`config.mk`:
```
export PLATFORM = sky130hd
export DESIGN_NAME = rr_bus_arbiter
export DESIGN_NICKNAME = d
export VERILOG_FILES = /design/src/rtl/rr_bus_arbiter.sv
export SDC_FILE = /design/constraint.sdc
export NUM_CORES = 1
export LEC_CHECK = 0
export CORE_AREA = 2 2 39 41
export CTS_BUF_LIST = sky130_fd_sc_hd__clkbuf_8
export DETAILED_ROUTE_END_ITERATION = 10
export DIE_AREA = 0 0 41 43
export PLACE_DENSITY_LB_ADDON = 0.05
export SLEW_MARGIN = 20
export SYNTH_ARGS = -nofsm -noshare
export SYNTH_HDL_FRONTEND = slang
export SYNTH_SLANG_ARGS = --single-unit
```
`constraint.sdc`:
```
create_clock -name clk -period 1.9 [get_ports clk]
set_input_delay 0.19 -clock clk [delete_from_list [all_inputs] [get_ports clk]]
set_output_delay 0.19 -clock clk [all_outputs]
set_load 0.01 [all_outputs]
```
`src/rtl/rr_bus_arbiter.sv`:
```
// Round-robin arbiter granting one shared datapath resource to one of N requesters.
// Optional hold-time preemption is built when ARB_TIMEOUT_EN is defined.
module rr_bus_arbiter #(
  parameter int N        = 4,
  parameter int HOLD_MAX = 8
) (
  input  logic                 clk,
  input  logic                 rst,
  input  logic [N-1:0]         req,
  output logic [N-1:0]         gnt,
  output logic [$clog2(N)-1:0] sel,
  output logic                 busy,
  output logic                 preempt
);

  localparam int SW = $clog2(N);

  generate
    if (N < 2 || N > 16 || HOLD_MAX < 1 || HOLD_MAX > 255) begin : g_bad_param
      $error("rr_bus_arbiter: parameter out of legal range");
    end
  endgenerate

  typedef enum logic {IDLE, GRANT} state_t;

  state_t         state_reg, state_next;
  logic [SW-1:0]  owner_reg, owner_next;
  logic [SW-1:0]  ptr_reg, ptr_next;
  logic [SW-1:0]  sel_reg, sel_next;
  logic [N-1:0]   gnt_reg, gnt_next;
  logic [SW-1:0]  owner_inc;
  logic [SW-1:0]  win;
  logic           found;
  logic           rel;
  logic [SW-1:0]  cand [N];

`ifdef ARB_TIMEOUT_EN
  logic [7:0]     hcnt_reg, hcnt_next;
  logic           preempt_reg, preempt_next;
  logic           hold_expired;

  assign hold_expired = (hcnt_reg == 8'(HOLD_MAX - 1));
`endif

  // cand[k] is the requester index examined k-th, counting from ptr with wrap below N
  genvar gi;
  generate
    for (gi = 0; gi < N; gi++) begin : g_cand
      logic [SW:0] sum;
      assign sum      = {1'b0, ptr_reg} + (SW+1)'(gi);
      assign cand[gi] = (sum >= (SW+1)'(N)) ? SW'(sum - (SW+1)'(N)) : sum[SW-1:0];
    end
  endgenerate

  always_comb begin
    found = 1'b0;
    win   = '0;
    for (int k = 0; k < N; k++) begin
      if (!found && req[cand[k]]) begin
        found = 1'b1;
        win   = cand[k];
      end
    end
  end

  assign owner_inc = (owner_reg == SW'(N - 1)) ? '0 : owner_reg + SW'(1);

  always_comb begin
    state_next = state_reg;
    owner_next = owner_reg;
    ptr_next   = ptr_reg;
    sel_next   = sel_reg;
    gnt_next   = gnt_reg;
    rel        = 1'b0;
`ifdef ARB_TIMEOUT_EN
    preempt_next = 1'b0;
    hcnt_next    = hcnt_reg;
`endif
    case (state_reg)
      IDLE: begin
        if (found) begin
          state_next    = GRANT;
          owner_next    = win;
          sel_next      = win;
          gnt_next      = '0;
          gnt_next[win] = 1'b1;
`ifdef ARB_TIMEOUT_EN
          hcnt_next     = '0;
`endif
        end
      end
      GRANT: begin
        rel = !req[owner_reg];
`ifdef ARB_TIMEOUT_EN
        if (req[owner_reg] && hold_expired) begin
          rel          = 1'b1;
          preempt_next = 1'b1;
        end
        if (!rel) hcnt_next = hcnt_reg + 8'd1;
`endif
        // Releasing always passes through IDLE, giving the bus-turnaround cycle
        if (rel) begin
          state_next = IDLE;
          gnt_next   = '0;
          ptr_next   = owner_inc;
        end
      end
      default: state_next = IDLE;
    endcase
  end

  always_ff @(posedge clk or posedge rst) begin
    if (rst) begin
      state_reg <= IDLE;
      owner_reg <= '0;
      ptr_reg   <= '0;
      sel_reg   <= '0;
      gnt_reg   <= '0;
`ifdef ARB_TIMEOUT_EN
      hcnt_reg    <= '0;
      preempt_reg <= 1'b0;
`endif
    end else begin
      state_reg <= state_next;
      owner_reg <= owner_next;
      ptr_reg   <= ptr_next;
      sel_reg   <= sel_next;
      gnt_reg   <= gnt_next;
`ifdef ARB_TIMEOUT_EN
      hcnt_reg    <= hcnt_next;
      preempt_reg <= preempt_next;
`endif
    end
  end

  assign gnt  = gnt_reg;
  assign sel  = sel_reg;
  assign busy = |gnt_reg;
`ifdef ARB_TIMEOUT_EN
  assign preempt = preempt_reg;
`else
  assign preempt = 1'b0;
`endif

endmodule

```
==> impl_summary.txt, run 1 <==
----------------------------------------------------
[Logic synthesis]
  Register bit total from synthesis ... 9
  Syn_area_per_cell ... 10.34 um^2
  Top FF cell, synth ... sky130_fd_sc_hd__dfrtp_1
  Netlist Area Pre-Place ... 506.7 um^2
  Share of async-settable or async-resettable flops after synthesis ... 1.000
  Unique cell type count in the Yosys netlist ... 26
  Number of synthesized flops with an enable pin ... 0
  Net Count, Synth ... 56
  Sequential share of the synthesized area ... 0.4444
  Total of warnings raised by yosys ... 0
  Post-synthesis cell count ... 49

[Power and ir drop]
  Fraction of power spent switching nets ... 0.3513
  Power density over cell area ... 1602 nW/um^2
  Post-layout power ... 1.120 mW
  Net switching power ... 0.3936 mW
  Fraction of power consumed by combinational cells ... 0.486
  Fraction of power consumed by the clock network ... 0.189
  Worst vdd rail ir drop ... 759.7 uV
  Cell-internal power ... 0.7267 mW
  Leakage power of the design ... 0.3225 nW
  Relative contribution of sequential cells to total power ... 0.325

[Timing]
  Worst-case hold slack ... 0.2278 ns
  Final slew viol count ... 0
  Setup repair after global routing missed its margin ... no
  Period Utilization, post-route ... 0.9530
  Final setup violation count ... 0
  Peak clock frequency supported by timing ... 0.5523 GHz
  Total Neg Setup Slack ... 0 ns
  Clock period minus final worst setup slack ... 1.811 ns
  Count of endpoints failing hold in the final timing report ... 0
  Worst setup skew after layout ... 0.0004061 ns

[Routing]
  Starting DRT DRC Count ... 3
  Via Count ... 411
  ANT nets after route ... 0
  Avg WL per Cell ... 13.09 um
  Final WL ... 1.073 mm
  First-pass iteration count of the detailed router ... 4
  Detailed-route vias per instance ... 5.012
  Length of routed met3 wiring ... 47 um
  Detail Route met2 WL ... 504 um
  Residual DRC count ... 0
  Total routed wire length on the met1 layer ... 516 um
  Highest routing layer actually used ... met4

[Global route]
  Pin count of the biggest net entering global routing ... 10
  Total congestion overflow ... 0
  Number of global-route vias before repair ... 398
  Number of antenna violations at the first check in global routing ... 0
  Global routing usage summed across all routing layers ... 0.1478
  Wire length of the first global-routing pass ... 1.752 mm

[Placement]
  Sum of net half-perimeters after detailed placement ... 847.8 um
  RePlAce Congestion ... 0.7420
  Cells after DPL ... 78
  Port Buffers ... 12

[CTS]
  Worst-Skew Late Latency ... 0.23 ns
  Clock slew at reported path FFs ... 0.05 ns
  Hold buffers post-CTS ... 0
  Clk sinks ... 9
  Maximum count of clock buffers along a single path ... 2
  Clock tree from TritonCTS ... yes
  H-Tree Depth ... 1
  Post-cts gate resize count ... 0
  Number of buffers added by the clock tree synthesis step ... 3
  Root Driver ... sky130_fd_sc_hd__clkbuf_8
  Post-CTS Repair Setup Buffers ... 0

[Die]
  I/O pin count ... 14
  Die span in x ... 41 um
  FP Rows ... 14
  Core Region ... 1384 um^2
  Die Area ... 1763 um^2
  Initial core utilization ... 0.3662
  Vertical die dimension ... 43 um

[Finish]
  Antenna cell count ... 0
  Share of layout cells above drive strength 1 ... 0.1970
  Growth of design area from synthesis to finish ... 38.02%
  Max reg flops ... 4
  Final cell count without fillers ... 82
  Number of fill cells in the layout ... 136
  Number of nets in the final layout ... 74

[Critical path]
  Peak fanout along the critical path ... 3
  Worst setup path category ... flip-flop to output pin
  Number of cells on the worst reg-to-reg path ... 3
  Startpoint of the worst register-to-register path ... sel[0]$_DFFE_PP0P_
  Worst reg-to-reg setup slack ... 0.33 ns
  FF-to-FF End ... ptr_reg[1]$_DFFE_PP0P_
  Startpoint Class ... flip-flop
  Worst path required time ... 1.71 ns
  Type of destination of the critical path ... output pin
  Data arrival time at the worst-slack endpoint ... 1.62 ns

[Run status]
  Status ... complete, no violations

[Flow run]
  Count of maximum capacitance violations ... 0

[Min path]
  Classification of the worst-slack hold path ... primary input to async pin

----------------------------------------------------
==> cell type report <==
type                    count  area, um^2  share of cell area
multi-input cells          34       255.2              0.3649
flip-flops and latches      9       225.2              0.3220
repair buffers             14       135.1              0.1932
clock buffers               3       41.29             0.05903
well taps                  16       20.02             0.02862
inverters                   5       18.77             0.02683
clock inverters             1       3.754            0.005367
==> worst max path at each step <==
stage	from	end	slack [ns]
global route	gnt[3]$_DFFE_PP0P_	busy	0.03
detailed placement	req[1]	ptr_reg[1]$_DFFE_PP0P_	0.06
global placement	req[1]	ptr_reg[1]$_DFFE_PP0P_	0.09
floorplan	sel[0]$_DFFE_PP0P_	ptr_reg[1]$_DFFE_PP0P_	0.34
finish	gnt[3]$_DFFE_PP0P_	busy	0.09
CTS	gnt[3]$_DFFE_PP0P_	busy	0.09
==> placed cells by master (no fill, tap or decap) <==
master and count:
sky130_fd_sc_hd__o21ba_2 1, sky130_fd_sc_hd__o21ai_1 1, sky130_fd_sc_hd__a21o_1 1, sky130_fd_sc_hd__nand2_1 4, sky130_fd_sc_hd__dfrtp_1 9, sky130_fd_sc_hd__clkbuf_8 3, sky130_fd_sc_hd__buf_4 2, sky130_fd_sc_hd__conb_1 1
sky130_fd_sc_hd__a2111oi_2 1, sky130_fd_sc_hd__nor2b_1 1, sky130_fd_sc_hd__clkdlybuf4s50_1 12, sky130_fd_sc_hd__a21oi_1 1, sky130_fd_sc_hd__o21bai_1 1, sky130_fd_sc_hd__nor2_1 2, sky130_fd_sc_hd__nand2_2 2, sky130_fd_sc_hd__mux2_1 1
sky130_fd_sc_hd__ha_1 1, sky130_fd_sc_hd__mux4_2 1, sky130_fd_sc_hd__a22o_1 4, sky130_fd_sc_hd__o21a_1 2, sky130_fd_sc_hd__or4_1 1, sky130_fd_sc_hd__a221oi_1 1, sky130_fd_sc_hd__or2_4 1, sky130_fd_sc_hd__nor3_1 1
sky130_fd_sc_hd__inv_1 6, sky130_fd_sc_hd__nor4_2 1, sky130_fd_sc_hd__o21ai_0 3, sky130_fd_sc_hd__nor2_2 1
==> Yosys cell counts (2+ instances only) <==
master	count	area, um^2
sky130_fd_sc_hd__a22o_1	4	35.03
sky130_fd_sc_hd__dfrtp_1	9	225.2
sky130_fd_sc_hd__inv_1	5	18.77
sky130_fd_sc_hd__nand2_1	4	15.01
sky130_fd_sc_hd__nand2_2	2	12.51
sky130_fd_sc_hd__nor2_1	2	7.510
sky130_fd_sc_hd__o21a_1	2	15.01
sky130_fd_sc_hd__o21ai_0	3	15.01
==> per-stage QoR <==
stage | util | setup WS, ns | cell area, um^2
after floorplan | - | 0.3385 | 506.7
after global placement | 0.4729 | 0.08559 | 654.4
after detailed placement | 0.4729 | 0.05837 | 654.4
after CTS | 0.5054 | 0.09255 | 699.4
after global routing | 0.5054 | 0.03148 | 699.4
final | 0.5054 | 0.08928 | 699.4
==> power groups by stage <==
stage          clock network, mW  logic [mW]  registers (mW)
2_1_floorplan                  0       0.303           0.376
3_3_place_gp                   0       0.548           0.367
3_5_place_dp                   0       0.547           0.370
4_1_cts                    0.217       0.550           0.366
5_1_grt                    0.235       0.604           0.381
6_report                   0.212       0.545           0.364
==> critical path, stage by stage, from the launching register on <==
cell and delay, ns:
sky130_fd_sc_hd__dfrtp_1 0.39, sky130_fd_sc_hd__or4_1 0.51, sky130_fd_sc_hd__clkdlybuf4s50_1 0.49
==> metal layers <==
metal,track usage,vias to the layer above
met2,0.2188,7
li1,-,208
met5,0,-
met1,0.2128,194
met3,0.03141,2
met4,0.04000,0
==> logic make-up (layout without fill, tap and decap cells) <==
group,count (synthesis),in the layout,synth area share
AND/OR/NAND/NOR,14,14,0.1605
flip-flops,9,9,0.4445
adder cells (fa/ha/maj),1,1,0.02469
buffers and inverters,6,23,0.05186
multiplexers,2,2,0.06666
other,1,1,0.007400
AO/OA/AOI/OAI,16,16,0.2444
(Power assumes the default switching activity.)
==> run 2, diff against run 1 <==
--- a/config.mk
+++ b/config.mk
@@ -5,6 +5,7 @@
 export SDC_FILE = /design/constraint.sdc
 export NUM_CORES = 1
 export LEC_CHECK = 0
+export ABC_CLOCK_PERIOD_IN_PS = 1900
 export CORE_AREA = 2 2 39 41
 export CTS_BUF_LIST = sky130_fd_sc_hd__clkbuf_8
 export DETAILED_ROUTE_END_ITERATION = 10
==> results of run 2 <==
Same layout as run 1: the final DEF is identical, and so are final timing and power.
==> run 3, diff against run 2 <==
--- a/config.mk
+++ b/config.mk
@@ -10,7 +10,7 @@
 export CTS_BUF_LIST = sky130_fd_sc_hd__clkbuf_8
 export DETAILED_ROUTE_END_ITERATION = 10
 export DIE_AREA = 0 0 41 43
-export PLACE_DENSITY_LB_ADDON = 0.05
+export PLACE_DENSITY = 0.71
 export SLEW_MARGIN = 20
 export SYNTH_ARGS = -nofsm -noshare
 export SYNTH_HDL_FRONTEND = slang
==> run 3 against run 2 <==
- total power is 1.8% higher
- die area is the same
- global-route usage grew 1.2 points
- hold slack got worse by 0.019 ns
- first-iteration DRC count rose by 33%
- cell count is the same
- sequential share of layout area down 0.057 points
- sequential power is essentially flat
- count of clock-buffer cells in the layout unchanged
- routed wire length up 2.0%
- register-to-register slack lost 0.05 ns
- largest cell class unchanged
==> impl_summary.txt, run 3 (synthesis results as in run 1) <==
----------------------------------------------------
[Placement]
  RePlAce Congestion ... 0.6858 (was 0.7420)
  Sum of net half-perimeters after detailed placement ... 820.7 um (was 847.8 um)
  Cells after DPL ... 78 (unchanged)
  Port Buffers ... 12 (unchanged)

[Critical path]
  Data arrival time at the worst-slack endpoint ... 1.63 ns (was 1.62 ns)
  Peak fanout along the critical path ... 3 (unchanged)
  Critical Path, Cell by Cell ... or4_1 > clkdlybuf4s50_1 (unchanged)
  Crit path max-delay cell type ... sky130_fd_sc_hd__or4_1 (unchanged)
  Worst reg-to-reg setup slack ... 0.28 ns (was 0.33 ns)
  Startpoint Class ... flip-flop (unchanged)
  Number of cells on the worst reg-to-reg path ... 3 (unchanged)
  Type of destination of the critical path ... output pin (unchanged)
  Max stage delay on crit path ... 0.53 ns (was 0.51 ns)
  Worst setup path category ... flip-flop to output pin (unchanged)
  Worst path required time ... 1.71 ns (about the same)
  Startpoint of the worst setup timing path ... gnt[3]$_DFFE_PP0P_ (unchanged)
  Startpoint of the worst register-to-register path ... sel[0]$_DFFE_PP0P_ (unchanged)

[Finish]
  Total area of multi-input combinational cells ... 255.2 um^2 (unchanged)
  Most frequent standard cell in the layout excluding fill and tap cells ... sky130_fd_sc_hd__clkdlybuf4s50_1 (unchanged)
  Antenna cell count ... 0 (unchanged)
  Number of nets in the final layout ... 74 (unchanged)
  Max reg flops ... 4 (unchanged)
  Growth of design area from synthesis to finish ... 38.27% (was 38.02%)
  Combined flip-flop and latch cell area ... 225.2 um^2 (unchanged)
  Final cell count without fillers ... 82 (unchanged)
  Highest-count cells in the layout ignoring fill and taps ... sky130_fd_sc_hd__clkdlybuf4s50_1, sky130_fd_sc_hd__dfrtp_1, sky130_fd_sc_hd__inv_1, sky130_fd_sc_hd__nand2_1, sky130_fd_sc_hd__a22o_1 (unchanged)
  Number of fill cells in the layout ... 130 (was 136)
  Share of layout cells above drive strength 1 ... 0.2121 (was 0.1970)

[Timing]
  Total Neg Setup Slack ... 0 ns (unchanged)
  Peak clock frequency supported by timing ... 0.5483 GHz (was 0.5523 GHz)
  Period Utilization, post-route ... 0.9599 (was 0.9530)
  Setup repair after global routing missed its margin ... no (unchanged)
  Worst setup skew after layout ... 0.001844 ns (was 0.0004061 ns)
  Final slew viol count ... 0 (unchanged)
  Final setup violation count ... 0 (unchanged)
  Clock period minus final worst setup slack ... 1.824 ns (was 1.811 ns)
  Count of endpoints failing hold in the final timing report ... 0 (unchanged)

[Power and ir drop]
  Fraction of power consumed by the clock network ... 0.199 (was 0.189)
  Power density over cell area ... 1628 nW/um^2 (was 1602 nW/um^2)
  Worst vdd rail ir drop ... 809.7 uV (was 759.7 uV)
  Relative contribution of sequential cells to total power ... 0.318 (was 0.325)
  Cell-internal power ... 0.7310 mW (was 0.7267 mW)
  Fraction of power spent switching nets ... 0.3592 (was 0.3513)
  Net switching power ... 0.4098 mW (was 0.3936 mW)
  Fraction of power consumed by combinational cells ... 0.483 (was 0.486)
  Leakage power of the design ... 0.3210 nW (was 0.3225 nW)

[Routing]
  Via Count ... 423 (was 411)
  Avg WL per Cell ... 13.34 um (was 13.09 um)
  Detailed-route vias per instance ... 5.159 (was 5.012)
  Starting DRT DRC Count ... 4 (was 3)
  Residual DRC count ... 0 (unchanged)
  First-pass iteration count of the detailed router ... 2 (was 4)
  ANT nets after route ... 0 (unchanged)
  Final WL ... 1.094 mm (was 1.073 mm)

[Die]
  Initial core utilization ... 0.3662 (unchanged)
  Die span in x ... 41 um (unchanged)
  I/O pin count ... 14 (unchanged)
  Vertical die dimension ... 43 um (unchanged)
  Die Area ... 1763 um^2 (unchanged)
  FP Rows ... 14 (unchanged)
  Core Region ... 1384 um^2 (unchanged)

[CTS]
  H-Tree Depth ... 1 (unchanged)
  Clk sinks ... 9 (unchanged)
  Post-CTS Repair Setup Buffers ... 0 (unchanged)
  Clock slew at reported path FFs ... 0.05 ns (about the same)
  Root Driver ... sky130_fd_sc_hd__clkbuf_8 (unchanged)
  Maximum count of clock buffers along a single path ... 2 (unchanged)
  Number of buffers added by the clock tree synthesis step ... 3 (unchanged)
  Clock tree from TritonCTS ... yes (unchanged)
  Post-cts gate resize count ... 0 (unchanged)
  Worst-Skew Late Latency ... 0.24 ns (was 0.23 ns)
  Hold buffers post-CTS ... 0 (unchanged)

[Global route]
  Wire length of the first global-routing pass ... 1.918 mm (was 1.752 mm)
  Number of antenna violations at the first check in global routing ... 0 (unchanged)
  Pin count of the biggest net entering global routing ... 10 (unchanged)
  Global routing usage summed across all routing layers ... 0.1602 (was 0.1478)
  Total congestion overflow ... 0 (unchanged)
  Number of global-route vias before repair ... 449 (was 398)

[Min path]
  Classification of the worst-slack hold path ... primary input to async pin (unchanged)

[Run status]
  Status ... complete, no violations (unchanged)

[Flow run]
  Count of maximum capacitance violations ... 0 (unchanged)

----------------------------------------------------
run 3: cell types whose count changed in the layout (fill, tap and decap cells not counted), sizes merged:
cell and change:
clkinv +1, inv -1
run 3: final cells by class:
cell class                 count  area share
clock inverter                 1    0.007143
timing repair buffer          14      0.1929
clock buffer                   3     0.05893
tap                           16     0.02857
multi-input combinational     34      0.3643
inverter                       5     0.02679
sequential                     9      0.3214
run 3: power by group through the flow:
stage / Clock (mW) / Combinational, mW / Sequential, mW
CTS: 0.234 / 0.557 / 0.364
global placement: 0 / 0.539 / 0.367
finish: 0.227 / 0.551 / 0.363
global route: 0.241 / 0.612 / 0.378
floorplan: 0 / 0.303 / 0.376
detailed placement: 0 / 0.547 / 0.366
run 3: worst max-delay path, delay by kind of cell, from the launching register on:
family | cells | cell delay (ns)
and+or+nand+nor | 1 | 0.53
buffers and inverters | 1 | 0.49
DFF | 1 | 0.38
run 3: path summary, 6_finish.rpt:
kind | endpoint
hold reg to reg | gnt[3]$_DFFE_PP0P_
min in group clk | gnt[3]$_DFFE_PP0P_
max in group asynchronous | gnt[2]$_DFFE_PP0P_
setup / recovery | busy
setup reg to reg | ptr_reg[1]$_DFFE_PP0P_
hold / removal | ptr_reg[0]$_DFFE_PP0P_
run 3: metal layers:
metal | part of all wire | track usage | up-vias
li1 | - | - | 207
met1 | 0.49 | 0.2237 | 201
met2 | 0.43 | 0.2188 | 13
met3 | 0.057 | 0.03141 | 2
met4 | 0.019 | 0.1000 | 0
met5 | 0 | 0 | -
run 3: metrics by stage:
stage	cell area (um^2)	total power [mW]	setup slack [ns]	hold WS, ns	util
2_1_floorplan	506.7	0.6787	0.3385	0.01792	-
3_3_place_gp	654.4	0.9059	0.09009	0.4724	0.4729
3_5_place_dp	654.4	0.9135	0.01078	0.4744	0.4729
4_1_cts	700.7	1.156	0.06090	0.2185	0.5063
5_1_grt	700.7	1.230	0.03945	0.2847	0.5063
6_report	700.7	1.141	0.07610	0.2089	0.5063
